--- config.mk ---
export PLATFORM = sky130hd
export DESIGN_NAME = spi_responder
export DESIGN_NICKNAME = d
export VERILOG_FILES = /design/src/rtl/spi_pkg.sv /design/src/rtl/spi_sync_edge.sv /design/src/rtl/spi_responder.sv
export SDC_FILE = /design/constraint.sdc
export NUM_CORES = 1
export LEC_CHECK = 0
export ABC_AREA = 1
export BUFFER_PORTS_ARGS = -buffer_cell sky130_fd_sc_hd__buf_4
export CAP_MARGIN = 20
export CORE_UTILIZATION = 48
export CTS_BUF_LIST = sky130_fd_sc_hd__clkbuf_2
export DETAILED_ROUTE_END_ITERATION = 10
export PLACE_DENSITY = 0.72
export SLEW_MARGIN = 0
export SYNTH_ARGS = -nofsm -noshare
export SYNTH_HDL_FRONTEND = slang
export SYNTH_HIERARCHICAL = 1
export SYNTH_SLANG_ARGS = --single-unit
--- constraint.sdc ---
create_clock -name clk -period 2.3 [get_ports clk]
set_input_delay 0.46 -clock clk [delete_from_list [all_inputs] [get_ports clk]]
set_output_delay 0.46 -clock clk [all_outputs]
set_load 0.03 [all_outputs]
--- src/rtl/spi_pkg.sv ---
// Shared types and defaults for the SPI mode-0 responder and its input conditioning.
package spi_pkg;

   typedef enum logic {
      IDLE   = 1'b0,
      ACTIVE = 1'b1
   } spi_state_e;

   // Mode 0: SCLK idles low; data is sampled on the rising edge and changed on the falling edge.
   localparam logic SCLK_IDLE_LEVEL = 1'b0;
   localparam logic SS_N_IDLE_LEVEL = 1'b1;

   localparam int         DEFAULT_DATA_W      = 8;
   localparam int         DEFAULT_SYNC_STAGES = 2;
   localparam logic [7:0] DEFAULT_IDLE_WORD   = 8'h00;

endpackage

--- src/rtl/spi_sync_edge.sv ---
// Multi-flop synchroniser for one asynchronous pin, with rise/fall detection on the
// synchronised level registered once more.
module spi_sync_edge
   import spi_pkg::*;
#(
   parameter int   STAGES    = DEFAULT_SYNC_STAGES,
   parameter logic RESET_VAL = 1'b0
) (
   input  logic clk,
   input  logic rst_n,
   input  logic async_i,
   output logic level_o,
   output logic rise_o,
   output logic fall_o
);

   logic [STAGES-1:0] sync_q;
   logic              prev_q;

   always_ff @(posedge clk or negedge rst_n) begin
      if (!rst_n) begin
         sync_q <= {STAGES{RESET_VAL}};
         prev_q <= RESET_VAL;
      end else begin
         sync_q <= {sync_q[STAGES-2:0], async_i};
         prev_q <= sync_q[STAGES-1];
      end
   end

   assign level_o = sync_q[STAGES-1];
   assign rise_o  = level_o & ~prev_q;
   assign fall_o  = ~level_o & prev_q;

endmodule

--- src/rtl/spi_responder.sv ---
// SPI mode-0 slave: oversamples the pin-facing bus in the clk domain, deserialises MOSI
// into rx_data and serialises MISO from a one-word TX holding buffer.
module spi_responder
   import spi_pkg::*;
#(
   parameter int                DATA_W      = DEFAULT_DATA_W,
   parameter int                SYNC_STAGES = DEFAULT_SYNC_STAGES,
   parameter logic [DATA_W-1:0] IDLE_WORD   = DEFAULT_IDLE_WORD
) (
   input  logic              clk,
   input  logic              rst_n,
   input  logic              sclk,
   input  logic              ss_n,
   input  logic              mosi,
   output logic              miso,
   output logic              miso_oe,
   input  logic [DATA_W-1:0] tx_data,
   input  logic              tx_valid,
   output logic              tx_ready,
   output logic [DATA_W-1:0] rx_data,
   output logic              rx_valid,
   output logic              busy,
   output logic              frame_done,
   output logic              frame_abort,
   output logic              tx_underrun
);

   localparam int                CNT_W    = $clog2(DATA_W);
   localparam logic [CNT_W-1:0] LAST_BIT = CNT_W'(DATA_W - 1);

   logic sclk_level_unused, sclk_rise, sclk_fall;
   logic ss_level, ss_rise, ss_fall;
   logic mosi_level, mosi_rise_unused, mosi_fall_unused;

   spi_sync_edge #(.STAGES(SYNC_STAGES), .RESET_VAL(SCLK_IDLE_LEVEL)) u_sync_sclk (
      .clk     (clk),
      .rst_n   (rst_n),
      .async_i (sclk),
      .level_o (sclk_level_unused),
      .rise_o  (sclk_rise),
      .fall_o  (sclk_fall)
   );

   spi_sync_edge #(.STAGES(SYNC_STAGES), .RESET_VAL(SS_N_IDLE_LEVEL)) u_sync_ss (
      .clk     (clk),
      .rst_n   (rst_n),
      .async_i (ss_n),
      .level_o (ss_level),
      .rise_o  (ss_rise),
      .fall_o  (ss_fall)
   );

   spi_sync_edge #(.STAGES(SYNC_STAGES), .RESET_VAL(1'b0)) u_sync_mosi (
      .clk     (clk),
      .rst_n   (rst_n),
      .async_i (mosi),
      .level_o (mosi_level),
      .rise_o  (mosi_rise_unused),
      .fall_o  (mosi_fall_unused)
   );

   spi_state_e        state_q;
   logic [CNT_W-1:0]  bit_cnt_q;
   logic [DATA_W-1:0] tx_shift_q;
   logic [DATA_W-2:0] rx_shift_q;
   logic [DATA_W-1:0] buf_q;
   logic              buf_full_q;
   logic [DATA_W-1:0] rx_data_q;
   logic              rx_valid_q;
   logic              miso_oe_q;
   logic              frame_done_q;
   logic              frame_abort_q;
   logic              tx_underrun_q;

   logic              sclk_rise_ok, sclk_fall_ok;
   logic              tx_write;
   logic              load_word;
   logic [DATA_W-1:0] rx_word;

   // SCLK edges only count while the slave is selected, so a deselect that coincides
   // with an edge always wins.
   assign sclk_rise_ok = sclk_rise & ~ss_level;
   assign sclk_fall_ok = sclk_fall & ~ss_level;
   assign tx_write     = tx_valid & ~buf_full_q;
   assign load_word    = ((state_q == IDLE) && ss_fall) ||
                         ((state_q == ACTIVE) && sclk_fall_ok && (bit_cnt_q == '0));
   assign rx_word      = {rx_shift_q, mosi_level};

   always_ff @(posedge clk or negedge rst_n) begin
      if (!rst_n) begin
         state_q       <= IDLE;
         bit_cnt_q     <= '0;
         tx_shift_q    <= '0;
         rx_shift_q    <= '0;
         buf_q         <= '0;
         buf_full_q    <= 1'b0;
         rx_data_q     <= '0;
         rx_valid_q    <= 1'b0;
         miso_oe_q     <= 1'b0;
         frame_done_q  <= 1'b0;
         frame_abort_q <= 1'b0;
         tx_underrun_q <= 1'b0;
      end else begin
         rx_valid_q    <= 1'b0;
         frame_done_q  <= 1'b0;
         frame_abort_q <= 1'b0;
         tx_underrun_q <= 1'b0;

         if (tx_write) begin
            buf_q      <= tx_data;
            buf_full_q <= 1'b1;
         end

         // A write landing on a load from an empty buffer is kept for the next word.
         if (load_word) begin
            if (buf_full_q) begin
               tx_shift_q <= buf_q;
               buf_full_q <= 1'b0;
            end else begin
               tx_shift_q    <= IDLE_WORD;
               tx_underrun_q <= 1'b1;
            end
         end

         case (state_q)
            IDLE: begin
               if (ss_fall) begin
                  state_q    <= ACTIVE;
                  bit_cnt_q  <= '0;
                  rx_shift_q <= '0;
                  miso_oe_q  <= 1'b1;
               end
            end
            ACTIVE: begin
               if (ss_rise) begin
                  state_q       <= IDLE;
                  miso_oe_q     <= 1'b0;
                  bit_cnt_q     <= '0;
                  rx_shift_q    <= '0;
                  tx_shift_q    <= '0;
                  frame_done_q  <= (bit_cnt_q == '0);
                  frame_abort_q <= (bit_cnt_q != '0);
               end else begin
                  if (sclk_rise_ok) begin
                     rx_shift_q <= rx_word[DATA_W-2:0];
                     if (bit_cnt_q == LAST_BIT) begin
                        bit_cnt_q  <= '0;
                        rx_data_q  <= rx_word;
                        rx_valid_q <= 1'b1;
                     end else begin
                        bit_cnt_q <= bit_cnt_q + 1'b1;
                     end
                  end
                  if (sclk_fall_ok && (bit_cnt_q != '0)) begin
                     tx_shift_q <= {tx_shift_q[DATA_W-2:0], 1'b0};
                  end
               end
            end
            default: state_q <= IDLE;
         endcase
      end
   end

   assign miso        = tx_shift_q[DATA_W-1];
   assign miso_oe     = miso_oe_q;
   assign tx_ready    = ~buf_full_q;
   assign rx_data     = rx_data_q;
   assign rx_valid    = rx_valid_q;
   assign busy        = (state_q == ACTIVE);
   assign frame_done  = frame_done_q;
   assign frame_abort = frame_abort_q;
   assign tx_underrun = tx_underrun_q;

endmodule

==> impl_metrics.env, run 1 <==
export IMPL_via_per_inst=4.919
export IMPL_dp_hpwl_mm=2.542
export IMPL_routedWlPerCell_um=11.82
export IMPL_grt_ovfl_total=0
export IMPL_max_freq_ghz=0.5545
export IMPL_yosysWarningCount=6
export IMPL_first_pass_iters=4
export IMPL_cts_buffers=5
export IMPL_ant_nets=0
export IMPL_r2r_end="rx_shift_q[3]"
export IMPL_worst_setup_path_type="reg2reg"
export IMPL_hold_buffers=0
export IMPL_cp_end_kind="flip-flop"
export IMPL_io_buffers=29
export IMPL_min_period_ns=1.804
export IMPL_powerDensity_nw_per_um2=881.5
export IMPL_total_power_uw=2120
export IMPL_post_cts_setup_buffer_count=0
export IMPL_antenna_found_initial=0
export IMPL_rows=23
export IMPL_rsz0062_at_grt="false"
export IMPL_clock_latency_ns=0.42
export IMPL_worst_r2r_path_depth=6
export IMPL_pwr_share_clk_pct=20.6
export IMPL_syn_to_final_growth_pct=15.09
export IMPL_cp_top_family="flip-flops"
export IMPL_avgSynthCellArea_um2=9.764
export IMPL_seqPwrFrac_pct=54.2
export IMPL_ir_worst_vdd_uv=570.8
export IMPL_cp_arrival_ns=2.15
export IMPL_swShare_pct=32.03
export IMPL_setup_viol=0
export IMPL_period_share_pct=78.42
export IMPL_wl_mm=3.512
export IMPL_slowest_delay_ns=0.60
export IMPL_initial_core_util_pct=51.13
export IMPL_crit_fanout=18
export IMPL_rrSetupSlack_ns=0.50
export IMPL_power_frac_comb_pct=25.2
export IMPL_cts_tree="done"
export IMPL_outcome="complete, but fails checks"
export IMPL_r2r_start="u_sync_ss/sync_q[1]"
export IMPL_timing_hold_ws_ns=-0.002388
export IMPL_drtIter0Drc=108
export IMPL_start_kind="flip-flop"
export IMPL_clk_pin_slew_ns=0.23
export IMPL_p_sw_uw=678.9
export IMPL_setup_slack_ns=0.4964
export IMPL_setup_tns_ns=0
export IMPL_die_height_um=67.98
export IMPL_antennaDiodeCount=0
export IMPL_hold_class="in2async"
export IMPL_grt_pass1_vias=1323
export IMPL_postCtsResizedCells=0
export IMPL_synthCells=214
export IMPL_placed_cell_area_um2=2341
export IMPL_dieWidth_um=67.98
export IMPL_tightest_slew_ns=0.5988
export IMPL_fill_cells=376
export IMPL_cp_slowest_cell="dfstp_2"
export IMPL_syn_nets=231
export IMPL_core_area_um2=4086
export IMPL_place_ws_ns=0.5166
export IMPL_hold_viol=2
export IMPL_p_leak_uw=0.001278
export IMPL_p_int_uw=1441
export IMPL_grt_max_degree=50
export IMPL_slew_headroom_pct=60.08
export IMPL_vias=1461
export IMPL_clock_path_buffers=2
export IMPL_remaining_drc_errors=0
export IMPL_nNetsFinal=263
export IMPL_ios=30
export IMPL_clock_skew_ns=0.01969
export IMPL_gp_congestion=0.7800
export IMPL_cp_required_ns=2.65
export IMPL_grt_pass1_wl_mm=6.016
export IMPL_crit_chain="inv_1 > nor2_1 > nor2_8 > a21oi_4 > nand3_1 > o21ai_1"
export IMPL_cp_num_buf_inv=1
export IMPL_cts_sink_count=49
export IMPL_htreeDepth=2
export IMPL_layout_drive_gt1_share_pct=23.89
export IMPL_clockRootBuffer="clkbuf_2"
export IMPL_design_area_um2=2405
export IMPL_maxCapViolCount=0
export IMPL_drv_slew=0
export IMPL_syn_area_um2=2090
export IMPL_die_area_um2=4621
export IMPL_grt_usage_pct=18.29
export IMPL_violations="negative hold slack"
-- per-stage QoR --
step,instances,utilization (%)
2_1_floorplan,214,-
5_1_grt,297,58.85
3_3_place_gp,289,57.29
4_1_cts,297,58.85
3_5_place_dp,289,57.29
6_report,297,58.85
-- cell usage in the layout, fill, tap and decap left out, drive strengths merged --
master	n
o21ai	20
clkbuf	6
a21oi	2
nor2	16
inv	31
bufinv	1
buf	29
dfrtp	46
ha	3
nand2	54
clkinv	1
dfstp	3
nand3	27
mux2	8
-- how the worst max path moves through the flow --
stage,end,cells past startpoint,startpoint
6_report,rx_shift_q[3],6,u_sync_ss/sync_q[1]
3_3_place_gp,rx_shift_q[1],6,u_sync_ss/sync_q[1]
2_1_floorplan,bit_cnt_q[0],6,u_sync_ss/sync_q[1]
3_5_place_dp,rx_shift_q[1],6,u_sync_ss/sync_q[1]
5_1_grt,rx_shift_q[2],6,u_sync_ss/sync_q[1]
4_1_cts,rx_shift_q[1],6,u_sync_ss/sync_q[1]
-- cell type report --
type | instances | area [um2] | area share, %
sequential | 49 | 1230 | 51.14
tap | 50 | 62.56 | 2.601
multi-input combinational | 130 | 711.9 | 29.60
clock buffer | 6 | 30.03 | 1.249
inverter | 31 | 118.9 | 4.943
clock inverter | 2 | 33.78 | 1.405
timing repair buffer | 29 | 217.7 | 9.053
-- state kept, by name, summed over array words and instances, names as in the netlist --
register,count
rx_data,8
miso_oe,1
u_sync_mosi/sync_q,2
u_sync_ss/prev_q,1
frame_done,1
frame_abort,1
tx_underrun,1
rx_valid,1
u_sync_sclk/prev_q,1
u_sync_ss/sync_q,2
tx_shift_q,8
buf_full_q,1
buf_q,8
rx_shift_q,7
u_sync_sclk/sync_q,2
bit_cnt_q,3
busy,1
-- metal layers --
metal / share of wire, % / vias up / GRT usage, %
li1: - / 744 / -
met1: 48 / 673 / 25.84
met2: 45 / 41 / 26.23
met3: 6.4 / 3 / 6.500
met4: 0.77 / 0 / 5.469
met5: 0 / - / 0
-- power groups by stage --
stage / combinational (uW) / sequential [uW] / clock [uW]
finish: 534 / 1150 / 437
global route: 605 / 1170 / 488
CTS: 544 / 1150 / 451
detailed placement: 542 / 1170 / 0
global placement: 524 / 1160 / 0
floorplan: 391 / 1160 / 0
Note: power is estimated with default switching activity, not from simulation.
==> run 2, diff against run 1 <==
--- a/config.mk
+++ b/config.mk
@@ -11,7 +11,7 @@
 export CORE_UTILIZATION = 48
 export CTS_BUF_LIST = sky130_fd_sc_hd__clkbuf_2
 export DETAILED_ROUTE_END_ITERATION = 10
-export PLACE_DENSITY = 0.72
+export PLACE_DENSITY = 0.74
 export SLEW_MARGIN = 0
 export SYNTH_ARGS = -nofsm -noshare
 export SYNTH_HDL_FRONTEND = slang
==> constraint.sdc (replaced) <==
create_clock -name clk -period 1.55 [get_ports clk]
set_input_delay 0.31 -clock clk [delete_from_list [all_inputs] [get_ports clk]]
set_output_delay 0.31 -clock clk [all_outputs]
set_load 0.03 [all_outputs]
==> run 2 against run 1 <==
  * The run now ends clean
  * Routed wire length up 7.5%
  * Largest power group unchanged
  * Final cell count up 4.4%
  * Critical endpoint is now busy
  * Critical path depth down 4
  * Sequential power up 45%
  * Flip-flop and latch count unchanged
  * Power up 47%
  * Utilization up 3.1 points
  * Hold slack better by 0.12 ns
  * Design area up 5.3%
  * Register-to-register slack worse by 0.40 ns
==> impl_metrics.env, run 2 (synthesized netlist as in run 1, its figures left out) <==
export IMPL_outcome="finished clean"
export IMPL_cts_tree="done"
export IMPL_rsz0062_at_grt="true"
export IMPL_vias=1531
export IMPL_tightest_slew_ns=0.5976
export IMPL_hold_viol=0
export IMPL_powerDensity_nw_per_um2=1228
export IMPL_ant_nets=0
export IMPL_cts_buffers=5
export IMPL_drv_slew=0
export IMPL_crit_fanout=3
export IMPL_fill_cells=366
export IMPL_max_freq_ghz=0.6820
export IMPL_initial_core_util_pct=51.13
export IMPL_placed_cell_area_um2=2399
export IMPL_routedWlPerCell_um=12.18
export IMPL_seqPwrFrac_pct=53.8
export IMPL_final_cell_mix="50 x nand2_1, 46 x dfrtp_1, 37 x buf_4"
export IMPL_clock_skew_ns=0.02168
export IMPL_via_per_inst=4.939
export IMPL_design_area_um2=2532
export IMPL_die_height_um=67.98
export IMPL_htreeDepth=2
export IMPL_place_ws_ns=0.1374
export IMPL_syn_to_final_growth_pct=21.20
export IMPL_min_period_ns=1.466
export IMPL_grt_max_degree=50
export IMPL_first_pass_iters=4
export IMPL_clock_path_buffers=2
export IMPL_slew_headroom_pct=60.16
export IMPL_rows=23
export IMPL_start_kind="flip-flop"
export IMPL_dp_hpwl_mm=2.563
export IMPL_grt_pass1_vias=1344
export IMPL_pwr_share_clk_pct=16.2
export IMPL_swShare_pct=33.74
export IMPL_p_int_uw=2061
export IMPL_setup_viol=0
export IMPL_remaining_drc_errors=0
export IMPL_power_frac_comb_pct=30.1
export IMPL_gp_congestion=0.7770
export IMPL_cp_required_ns=1.24
export IMPL_clk_pin_slew_ns=0.22
export IMPL_ir_worst_vdd_uv=753.2
export IMPL_setup_slack_ns=0.08381
export IMPL_io_buffers=29
export IMPL_total_power_uw=3110
export IMPL_grt_ovfl_total=0
export IMPL_layout_drive_gt1_share_pct=28.85
export IMPL_drtIter0Drc=147
export IMPL_nNetsFinal=276
export IMPL_antennaDiodeCount=0
export IMPL_p_sw_uw=1049
export IMPL_clockRootBuffer="clkbuf_2"
export IMPL_timing_hold_ws_ns=0.1183
export IMPL_cts_sink_count=49
export IMPL_p_leak_uw=0.001343
export IMPL_die_area_um2=4621
export IMPL_dieWidth_um=67.98
export IMPL_cp_end_kind="primary output"
export IMPL_maxCapViolCount=0
export IMPL_cp_arrival_ns=1.16
export IMPL_antenna_found_initial=0
export IMPL_hold_class="in2reg"
export IMPL_final_common_cell="nand2_1"
export IMPL_ios=30
export IMPL_period_share_pct=94.59
export IMPL_grt_pass1_wl_mm=6.134
export IMPL_grt_usage_pct=18.29
export IMPL_clock_latency_ns=0.42
export IMPL_wl_mm=3.775
export IMPL_worst_setup_path_type="reg2out"
export IMPL_core_area_um2=4086
[run 2: final timing paths]
check | start | slack [ns] | cells after the start | endpoint
setup / recovery | busy | 0.08 | 2 | busy
hold reg to reg | u_sync_ss/sync_q[0] | 0.37 | 0 | u_sync_ss/sync_q[1]
max in group asynchronous | rst_n | 0.74 | 2 | tx_shift_q[0]
hold / removal | tx_data[7] | 0.12 | 2 | buf_q[7]
min in group asynchronous | rst_n | 0.39 | 2 | rx_shift_q[5]
setup reg to reg | bit_cnt_q[0] | 0.10 | 7 | rx_data[0]
[run 2: layout make-up]
type	instances	area (um2)	share of cell area [%]
clock inverter	1	3.754	0.1482
tap	50	62.56	2.470
sequential	49	1230	48.57
timing repair buffer	42	337.8	13.34
multi-input combinational	130	744.5	29.40
inverter	31	118.9	4.694
clock buffer	7	35.03	1.383
[run 2: critical path, stage by stage (launching register included)]
cell     delay (ns)
dfrtp_1        0.43
buf_4          0.15
buf_4          0.16
[run 2: power groups by stage]
stage / Combinational [uW] / Clock, uW / Sequential, uW
6_report: 935 / 503 / 1670
3_5_place_dp: 892 / 0 / 1700
2_1_floorplan: 580 / 0 / 1720
3_3_place_gp: 877 / 0 / 1690
4_1_cts: 919 / 519 / 1670
5_1_grt: 1040 / 561 / 1710
[run 2: repair_timing]
action | CTS | global route
pin swaps | 0 | 2
resized for setup | 0 | 8
hold buffers | 4 | 0
buffers inserted | 1 | 2
endpoints found under the setup margin | 1 | 11
endpoints found under the hold margin | 49 | 0
[run 2: metal layers]
layer  share of wire [%]  global-route usage, %  vias up  wire length [um]
met3                 3.4                  4.000        5               128
met4                 1.2                  8.073        0                46
met1                  50                  27.53      729              1881
li1                    -                      -      766                 -
met2                  46                  25.00       31              1719
met5                   0                      0        -                 0
[run 2: metrics by stage]
step | setup TNS, ns | utilization, % | std cells
after floorplan | 0 | - | 214
after global placement | 0 | 58.70 | 295
after detailed placement | 0 | 58.70 | 295
final | 0 | 61.97 | 310
after global routing | -0.1974 | 61.97 | 310
after CTS | 0 | 60.81 | 308
==> run 3, diff against run 2 <==
--- a/config.mk
+++ b/config.mk
@@ -11,6 +11,7 @@
 export CORE_UTILIZATION = 48
 export CTS_BUF_LIST = sky130_fd_sc_hd__clkbuf_2
 export DETAILED_ROUTE_END_ITERATION = 10
+export HOLD_SLACK_MARGIN = 0.15
 export PLACE_DENSITY = 0.74
 export SLEW_MARGIN = 0
 export SYNTH_ARGS = -nofsm -noshare
==> run 3 against run 2 <==
  * Critical path depth unchanged
  * First-iteration DRC count up 2.7%
  * Flip-flop and latch count unchanged
  * Final cell count up 2.6%
  * Die area unchanged
  * Routed wire length up 4.8%
  * Via count up 1.6%
  * Critical path type unchanged
==> impl_metrics.env, run 3 (synthesized netlist as in run 1, its figures left out) <==
export IMPL_outcome="finished clean"
export IMPL_gp_congestion=0.7770
export IMPL_dp_hpwl_mm=2.563
export IMPL_swShare_pct=33.65
export IMPL_first_pass_iters=4
export IMPL_cts_tree="done"
export IMPL_power_frac_comb_pct=30.5
export IMPL_cts_buffers=5
export IMPL_cp_end_kind="primary output"
export IMPL_grt_pass1_vias=1379
export IMPL_hold_class="in2reg"
export IMPL_grt_max_degree=50
export IMPL_setup_viol=0
export IMPL_seqPwrFrac_pct=53.5
export IMPL_powerDensity_nw_per_um2=1196
export IMPL_syn_to_final_growth_pct=25.03
export IMPL_antenna_found_initial=0
export IMPL_finalNonFillerCells=318
export IMPL_worst_setup_path_type="reg2out"
export IMPL_p_sw_uw=1052
export IMPL_layout_drive_gt1_share_pct=27.99
export IMPL_clk_pin_slew_ns=0.22
export IMPL_hold_viol=0
export IMPL_io_buffers=29
export IMPL_dp_cells=295
export IMPL_ios=30
export IMPL_crit_fanout=3
export IMPL_core_area_um2=4086
export IMPL_cts_sink_count=49
export IMPL_dieWidth_um=67.98
export IMPL_grt_usage_pct=18.86
export IMPL_clock_latency_ns=0.43
export IMPL_cp_arrival_ns=1.16
export IMPL_die_area_um2=4621
export IMPL_min_period_ns=1.469
export IMPL_period_share_pct=94.77
export IMPL_initial_core_util_pct=51.13
export IMPL_maxCapViolCount=0
export IMPL_drv_slew=0
export IMPL_rsz0062_at_grt="true"
export IMPL_cp_required_ns=1.24
export IMPL_p_leak_uw=0.001377
export IMPL_remaining_drc_errors=0
export IMPL_wl_mm=3.958
export IMPL_p_int_uw=2074
export IMPL_via_per_inst=4.890
export IMPL_routedWlPerCell_um=12.45
export IMPL_tightest_slew_ns=0.6004
export IMPL_grt_ovfl_total=0
export IMPL_final_cell_mix="50 x nand2_1, 46 x dfrtp_1, 37 x buf_4"
export IMPL_nNetsFinal=284
export IMPL_ir_worst_vdd_uv=722.2
export IMPL_clockRootBuffer="clkbuf_2"
export IMPL_htreeDepth=2
export IMPL_max_freq_ghz=0.6808
export IMPL_clock_path_buffers=2
export IMPL_grt_pass1_wl_mm=6.313
export IMPL_setup_slack_ns=0.08112
export IMPL_vias=1555
export IMPL_antennaDiodeCount=0
export IMPL_die_height_um=67.98
export IMPL_place_ws_ns=0.1374
export IMPL_final_common_cell="nand2_1"
export IMPL_slew_headroom_pct=59.98
export IMPL_clock_skew_ns=0.02114
export IMPL_rows=23
export IMPL_drtIter0Drc=151
export IMPL_ant_nets=0
export IMPL_pwr_share_clk_pct=16.0
export IMPL_start_kind="flip-flop"
==> run 3: changes by cell type in the layout (fill, tap and decap cells not counted) <==
| cell | previous run | this run |
|---|---|---|
| dlygate4sd3_1 | 4 | 12 |
==> run 3: worst paths after layout <==
path | from | endpoint | slack [ns] | cells past startpoint
min in group asynchronous | rst_n | rx_shift_q[5] | 0.39 | 2
max reg2reg | bit_cnt_q[0] | rx_data[0] | 0.10 | 7
max in group asynchronous | rst_n | tx_shift_q[1] | 0.74 | 2
min reg2reg | u_sync_ss/sync_q[0] | u_sync_ss/sync_q[1] | 0.37 | 0
min | tx_valid | buf_full_q | 0.29 | 3
max | busy | busy | 0.08 | 2
==> run 3: cell type report <==
cell class / instances / area (um2)
Sequential cell: 49 / 1230
Multi-Input combinational cell: 130 / 744.5
Tap cell: 50 / 62.56
Timing Repair Buffer: 50 / 417.9
Inverter: 31 / 118.9
Clock inverter: 1 / 3.754
Fill cell: 357 / 1474
Clock buffer: 7 / 35.03
==> run 3: power groups by stage <==
| stage | sequential [uW] | clock (uW) | combinational [uW] |
|---|---|---|---|
| floorplan | 1720 | 0 | 580 |
| global placement | 1690 | 0 | 877 |
| detailed placement | 1700 | 0 | 892 |
| CTS | 1670 | 519 | 935 |
| global route | 1700 | 563 | 1060 |
| finish | 1670 | 500 | 954 |
==> run 3: timing repair <==
| action | 4_1_cts | 5_1_grt |
|---|---|---|
| endpoints found under the setup margin | 1 | 11 |
| pin swaps | 0 | 2 |
| setup buffers | 1 | 2 |
| gates resized for setup | 0 | 8 |
| hold endpoints to repair | 57 | 0 |
| hold buffers | 12 | 0 |
| gates cloned | 0 | 0 |
==> run 3: stage by stage <==
stage	total power, uW	instance area [um2]	hold WS, ns	TNS [ns]	util, %
CTS	3125	2565	0.2508	0	62.77
floorplan	2302	2090	0.01441	0	-
detailed placement	2596	2399	0.3358	0	58.70
global placement	2567	2399	0.3324	0	58.70
finish	3125	2613	0.2858	0	63.93
global route	3327	2613	0.2825	-0.1799	63.93
==> run 3: worst max-delay path: stages (launching register included) <==
cell	delay, ns
dfrtp_1	0.42
buf_4	0.15
buf_4	0.16
==> run 3: per-layer routing <==
layer | up-vias | routed length (um) | global-route usage, %
met3 | 6 | 141 | 4.000
met2 | 28 | 1862 | 26.35
met1 | 735 | 1908 | 28.07
met5 | - | 0 | 0
met4 | 0 | 46 | 8.073
li1 | 786 | - | -
